## src/rtl/pipe_pkg.sv

```systemverilog
// Shared types for elastic pipeline stage boundaries: FSM state encoding, per-boundary
// bundle widths and packed bundle layouts.
package pipe_pkg;

    typedef enum logic [1:0] {
        EMPTY,
        ONE,
        TWO
    } pipe_state_t;

    localparam int unsigned MEMWB_CTRL_W = 2;
    localparam int unsigned MEMWB_DATA_W = 69;
    localparam int unsigned EXMEM_CTRL_W = 3;
    localparam int unsigned EXMEM_DATA_W = 69;
    localparam int unsigned IDEX_CTRL_W  = 8;
    localparam int unsigned IDEX_DATA_W  = 106;

    typedef struct packed {
        logic regwrite;
        logic memtoreg;
    } memwb_ctrl_t;

    typedef struct packed {
        logic [31:0] rd;
        logic [31:0] aluout;
        logic [4:0]  writereg;
    } memwb_data_t;

    typedef struct packed {
        logic regwrite;
        logic memtoreg;
        logic memwrite;
    } exmem_ctrl_t;

    typedef struct packed {
        logic [31:0] aluout;
        logic [31:0] writedata;
        logic [4:0]  writereg;
    } exmem_data_t;

    typedef struct packed {
        logic       regwrite;
        logic       memtoreg;
        logic       memwrite;
        logic [2:0] alucontrol;
        logic       alusrc;
        logic       regdst;
    } idex_ctrl_t;

    typedef struct packed {
        logic [31:0] rd1;
        logic [31:0] rd2;
        logic [4:0]  rt;
        logic [4:0]  rd;
        logic [31:0] signimm;
    } idex_data_t;

endpackage

```

## src/rtl/pipe_stage_elastic.sv

```systemverilog
// Elastic pipeline stage register: valid/ready handshake, main + skid slot, flush to bubble,
// optional masking of the control bundle while no entry is presented.
module pipe_stage_elastic
    import pipe_pkg::*;
#(
    parameter int unsigned CTRL_W              = MEMWB_CTRL_W,
    parameter int unsigned DATA_W              = MEMWB_DATA_W,
    parameter bit          ZERO_CTRL_ON_BUBBLE = 1'b1
) (
    input  logic              clk,
    input  logic              reset,
    input  logic              flush,
    input  logic              in_valid,
    output logic              in_ready,
    input  logic [CTRL_W-1:0] in_ctrl,
    input  logic [DATA_W-1:0] in_data,
    output logic              out_valid,
    input  logic              out_ready,
    output logic [CTRL_W-1:0] out_ctrl,
    output logic [DATA_W-1:0] out_data
);

    pipe_state_t       state_q, state_d;
    logic              in_ready_q;
    logic [CTRL_W-1:0] main_ctrl_q, skid_ctrl_q;
    logic [DATA_W-1:0] main_data_q, skid_data_q;

    logic in_fire, out_fire;
    logic load_main_in, load_main_skid, load_skid_in;

    assign in_fire  = in_valid & in_ready_q;
    assign out_fire = out_valid & out_ready;

    // State, handshake and slot registers.
    always_ff @(posedge clk) begin
        if (reset) begin
            state_q     <= EMPTY;
            in_ready_q  <= 1'b1;
            main_ctrl_q <= '0;
            main_data_q <= '0;
            skid_ctrl_q <= '0;
            skid_data_q <= '0;
        end else begin
            state_q    <= state_d;
            in_ready_q <= (state_d != TWO);
            if (load_main_in) begin
                main_ctrl_q <= in_ctrl;
                main_data_q <= in_data;
            end else if (load_main_skid) begin
                main_ctrl_q <= skid_ctrl_q;
                main_data_q <= skid_data_q;
            end
            if (load_skid_in) begin
                skid_ctrl_q <= in_ctrl;
                skid_data_q <= in_data;
            end
        end
    end

    always_comb begin
        state_d        = state_q;
        load_main_in   = 1'b0;
        load_main_skid = 1'b0;
        load_skid_in   = 1'b0;
        if (flush) begin
            state_d = EMPTY;
        end else begin
            unique case (state_q)
                EMPTY: begin
                    if (in_fire) begin
                        state_d      = ONE;
                        load_main_in = 1'b1;
                    end
                end
                ONE: begin
                    if (in_fire && out_fire) begin
                        load_main_in = 1'b1;
                    end else if (in_fire) begin
                        state_d      = TWO;
                        load_skid_in = 1'b1;
                    end else if (out_fire) begin
                        state_d = EMPTY;
                    end
                end
                TWO: begin
                    if (out_fire) begin
                        state_d        = ONE;
                        load_main_skid = 1'b1;
                    end
                end
                default: state_d = EMPTY;
            endcase
        end
    end

    // Main slot retains its contents on drain/flush; the bubble mask hides stale control.
    always_comb begin
        in_ready  = in_ready_q;
        out_valid = (state_q == ONE) || (state_q == TWO);
        out_data  = main_data_q;
        out_ctrl  = main_ctrl_q;
        if (ZERO_CTRL_ON_BUBBLE && !out_valid) begin
            out_ctrl = '0;
        end
    end

endmodule

```

## config.mk

```make
export PLATFORM = sky130hd
export DESIGN_NAME = pipe_stage_elastic
export DESIGN_NICKNAME = d
export VERILOG_FILES = /design/src/rtl/pipe_pkg.sv /design/src/rtl/pipe_stage_elastic.sv
export SDC_FILE = /design/constraint.sdc
export NUM_CORES = 1
export LEC_CHECK = 0
export ABC_AREA = 1
export CORE_MARGIN = 2
export CORE_UTILIZATION = 40
export DETAILED_ROUTE_END_ITERATION = 8
export PLACE_DENSITY = 0.68
export SETUP_SLACK_MARGIN = 0.5
export SLEW_MARGIN = 20
export SYNTH_ARGS = -nofsm -noshare
export SYNTH_HDL_FRONTEND = slang
export SYNTH_SLANG_ARGS = --single-unit
```

## constraint.sdc

```tcl
create_clock -name clk -period 1.8 [get_ports clk]
set_input_delay 0.36 -clock clk [delete_from_list [all_inputs] [get_ports clk]]
set_output_delay 0.36 -clock clk [all_outputs]
set_load 0.005 [all_outputs]
```

# Word-level counts from Yosys, hierarchy flattened
# Index checks and enable logic that the tools add are counted.
# Widths: inputs -> output; s select.
# classes
n_eq_ne,3
n_mul,0
div,0
addsub,0
n_lt_le_gt_ge,0
bitwise_logic,2
reduce_logical,4
muxes,22
shifts,0
# op_table
cell,n
$mux 69,2
$mux 2,9
$mux 1,9
$pmux 2 s3,1
$and 1x1->1,2
$eq 2x1->1 const B,1
$eq 2x2->1 const B,1
$logic_not 2->1,1
$ne 2x2->1 const B,1
$pmux 1 s2,1
$reduce_bool 2->1,1
$logic_and 1x1->1,1
$logic_or 1x1->1,1
# word_totals
out_inout_bits,73
latchBits,0
n_memories,0
input_bits,76
mem_bits_ro,0
regBits,145
mem_bits_rw,0
wordCells,37

# Longest topological paths before layout
# logic_depth
ltp_word,9
ltp_mapped,10
mapped_depth_nobuf,10

# Least setup slack after synthesis
# Ideal clock, no wire load.
# synth_timing
kind,register to register
from,register state_q[0]
to,register main_ctrl_q[0]
t_arrival_ns,1.730
n_path_buf,2
required_ns,1.730
slack_ns,-0.001
synth_period_minus_slack_ns,1.801
path_stages_with_launch,10
setup_time_ns,0.070
path_cell_list,dfxtp_1 inv_1 ha_1 nand3_1 nand2_2 nand2_2 buf_2 buf_2 nand3_1 a21oi_1
# synth_between
elab_chain_cells,8
elab_cells_between_ends,14
classes_between,eq/ne: 2; mux: 7; bitwise: 1; reduce/logical: 4
# synth_lines
element,line_no,rtl
"start, declared",pipe_stage_elastic.sv:23,"pipe_state_t state_q, state_d;"
"start signal, assigned",pipe_stage_elastic.sv:44,state_q <= state_d;
$eq 2x1->1 or $eq 2x2->1 (tied branches),pipe_stage_elastic.sv:99,out_valid = (state_q == ONE) || (state_q == TWO);
$logic_or 1x1->1 (*),pipe_stage_elastic.sv:99,
via out_valid,pipe_stage_elastic.sv:17,"output logic out_valid,"
$and 1x1->1 (*),pipe_stage_elastic.sv:32,assign out_fire = out_valid & out_ready;
$logic_and 1x1->1,pipe_stage_elastic.sv:76,if (in_fire && out_fire) begin
$mux 1,pipe_stage_elastic.sv:76,
$pmux 1 s2,pipe_stage_elastic.sv:68,unique case (state_q)
$mux 1,pipe_stage_elastic.sv:65,if (flush) begin
$mux 2 or $reduce_bool 2->1 (tied branches),-,
"end signal, assigned",pipe_stage_elastic.sv:47,main_ctrl_q <= in_ctrl;
"end signal, assigned",pipe_stage_elastic.sv:50,main_ctrl_q <= skid_ctrl_q;
"end, declared",pipe_stage_elastic.sv:25,"logic [CTRL_W-1:0] main_ctrl_q, skid_ctrl_q;"
# Mark *: on every way through the listed nets, which the timed path passes. The rest lies on a longest branch.
# A chain may end at the register's enable or synchronous reset.

# Final worst setup path
# layout_timing
from,register state_q[0]
to,"register main_data_q[22], in the netlist out_data[22]"
# layout_between
elab_chain_cells,8
elab_cells_between_ends,14
classes_between,eq/ne: 2; mux: 7; bitwise: 1; reduce/logical: 4
# layout_lines
element,line_no,rtl
$eq 2x1->1 or $eq 2x2->1 (tied branches),"pipe_stage_elastic.sv:68, pipe_stage_elastic.sv:99",
$logic_or 1x1->1,pipe_stage_elastic.sv:99,
$and 1x1->1,pipe_stage_elastic.sv:32,
$logic_and 1x1->1,pipe_stage_elastic.sv:76,
$mux 1,pipe_stage_elastic.sv:76,
$pmux 1 s2,pipe_stage_elastic.sv:68,
$mux 1,pipe_stage_elastic.sv:65,
$mux 69 or $reduce_bool 2->1 (tied branches),-,
"end signal, assigned",pipe_stage_elastic.sv:48,main_data_q <= in_data;
"end signal, assigned",pipe_stage_elastic.sv:51,main_data_q <= skid_data_q;
"end, declared",pipe_stage_elastic.sv:26,"logic [DATA_W-1:0] main_data_q, skid_data_q;"
# Several ways; a longest one is shown, not always the timed one.

==> metrics.csv <==
metric,value,unit
Clock transition at path regs,0.06,ns
Syn Inst Count,914,
TritonCTS clock tree,built,
DRC,0,
min cycle time layout,1.80,ns
vias in the first global route,6171,
die area,0.0175,mm²
Worst setup SP type,flop,
Leakage,0.00428,µW
Netlist Area Pre-Place,0.00658,mm²
Final GP Congestion,0.759,
Total Power,8480,µW
status,"finished, final reports clean",
TritonCTS Buffers,17,
initial antenna violation count,0,
Final setup viols,0,
final-report hold violation count,0,
sequential area share after synthesis,44.1,%
Core ar.,0.0160,mm²
RSZ-0062 raised after global routing,yes,
clk buf depth,2,
dpl hpwl,11.7,mm
Via density,5.29,
top cell type's share of synthesized area,44.1,%
vias,6853,
port bufs,148,
WS Path Type,flop to flop,
largest net degree at the start of global routing,68,
Die Height,132,µm
Core Rows,46,
Max-slew headroom,64.2,%
CP Data Required Time,2.08,ns
H-tree Lvls,4,
FMAX,556,MHz
diode count,0,
clk sinks,145,
Finished Core Util,62.4,%
count of state elements after synthesis,145,
WL/cell,16.6,µm
Final Max Tran Viols,0,
Slew @ Worst Pin,0.536,ns
Skew-Pair Late Insertion Delay,0.43,ns
Ports,149,
footprint of the multi-input gates,0.00350,mm²
crit end category,flop,
"Remaining Overflow, GRT",0,
Worst Hold Class,input port to flop,
average footprint of a synthesized cell,7.19,µm²
Routed Antenna Nets,0,
GRT Overall Usage,22.2,%
leading area contributor after synthesis,dfxtp_1,
final period utilization,99.9,%
Layout fillers,1450,
YS warnings,0,
Routed WL,21.6,mm
area taken by flip-flops and latches,0.00293,mm²
R2R Setup Slk,0.002,ns
Post-layout nets,1146,
Max Cap Violations,0,
Syn Nets,994,
worst-path fanout max,9,
VDD IR max,0.730,mV
CTS root buffer,clkbuf_16,
first-pass GRT wire length,31.7,mm
DR iter-0 viols,500,
pwr dens,850,mW/mm²
Layout Skew,0.00917,ns
Die Wd,132,µm
"top cells by area, synth","dfxtp_1 44%, nand2_1 17%, nand3_1 11%, a21oi_1 11%, nand3b_1 8.1%",
CP arrival,2.08,ns
detailed-router iteration count before antenna repair,7,
area grow syn2layout,51.8,%
layout cells sized above 1,15.7,%
Synth cell types,20,
Final TNS setup,0,ns
initial core utilization,41.1,%
## flip-flops by register name, indices dropped and copies added (netlist names)
signal,cells
in_ready,1
main_ctrl_q,2
out_data,69
skid_ctrl_q,2
skid_data_q,69
state_q,2
## cell usage after synthesis (all sizes together)
library cell	number
buf	32
ha	4
nor3	1
clkinv	1
o21ai	2
nand3	152
a21oi	143
nand3b	71
nor2	3
nand2	301
o21a	1
inv	10
clkbuf	48
dfxtp	145
## repair_timing
action / CTS / global route
pin swaps: 4 / 14
buffers inserted: 9 / 2
hold endpoints to repair: 0 / 0
cloned: 5 / 13
setup endpoints to repair: 218 / 213
gates resized for setup: 52 / 92
hold buffers: 0 / 0
## critical path, stage by stage (launching register included)
cell and delay, ns:
dfxtp_4 0.37, inv_4 0.04, ha_4 0.27, buf_6 0.10, nand2_4 0.05, nor2_4 0.14, buf_8 0.17, nand2_8 0.11
buf_12 0.19, nand3_1 0.10, a21oi_1 0.09
## power by group
group	internal, µW	switching (µW)	total, µW
combinational	601	546	1150
sequential	3350	74.7	3420
clock	2520	1390	3920
total	6470	2010	8480
## final cells by class
type / instances / share of cell area [%]
Clock buffer: 26 / 5.50
Clock inverter: 6 / 1.14
Inverter: 11 / 0.539
Multi-Input combinational cell: 680 / 35.1
Sequential cell: 145 / 29.3
Tap cell: 216 / 2.71
Timing Repair Buffer: 211 / 25.7
## per-layer routing
layer,routed length [µm],GRT usage [%],vias to the layer above
li1,-,-,3368
met1,9440,28.7,3221
met2,10400,36.4,240
met3,1440,5.38,24
met4,256,7.59,0
met5,0,0,-
## metrics by stage
step	worst slack (ns)	instance area, µm²	hold slack [ns]	instances
2_1_floorplan	0.282	6790	0.446	914
3_3_place_gp	-0.0925	8510	0.452	1234
3_5_place_dp	-0.106	8510	0.456	1234
4_1_cts	0.102	9400	0.230	1280
5_1_grt	-0.0608	9980	0.258	1295
6_report	0.00168	9980	0.241	1295
## worst paths after layout
| kind | startpoint | endpoint | cells after the start |
|---|---|---|---|
| worst max-delay path | state_q[0] | out_data[22] | 10 |
| worst min register to register | skid_data_q[10] | skid_data_q[10] | 2 |
| worst min-delay path | reset | state_q[0] | 4 |
| worst max register to register | state_q[0] | out_data[22] | 10 |
## layout by cell type (no fill, tap or decap)
master / instances
a21oi_1: 134
a21oi_2: 9
buf_12: 19
buf_16: 6
buf_2: 7
buf_4: 16
buf_6: 12
buf_8: 2
bufinv_16: 3
clkbuf_16: 27
clkbuf_2: 3
clkbuf_8: 9
clkdlybuf4s50_1: 108
clkinvlp_4: 2
dfxtp_1: 131
dfxtp_2: 12
dfxtp_4: 2
dlymetal6s2s_1: 28
ha_1: 3
ha_4: 1
inv_1: 6
inv_2: 2
inv_4: 2
inv_6: 1
inv_8: 1
nand2_1: 292
nand2_2: 5
nand2_4: 2
nand2_8: 4
nand3_1: 133
nand3_2: 16
nand3_4: 3
nand3b_1: 71
nor2_2: 1
nor2_4: 2
nor3_1: 1
o21a_1: 1
o21ai_0: 2
## cell families (layout without fill, tap and decap cells)
kind of cell               count (synthesis)  count (layout)  share of synthesized area (%)
DFF                                      145             145                           44.1
and+or+nand+nor                          528             530                           37.5
adders and majority gates                  4               4                          0.761
buffers and inverters                     91             254                           6.41
AOI/OAI and AO/OA                        146             146                           11.2
No activity file was read; power rests on OpenSTA's default activity.
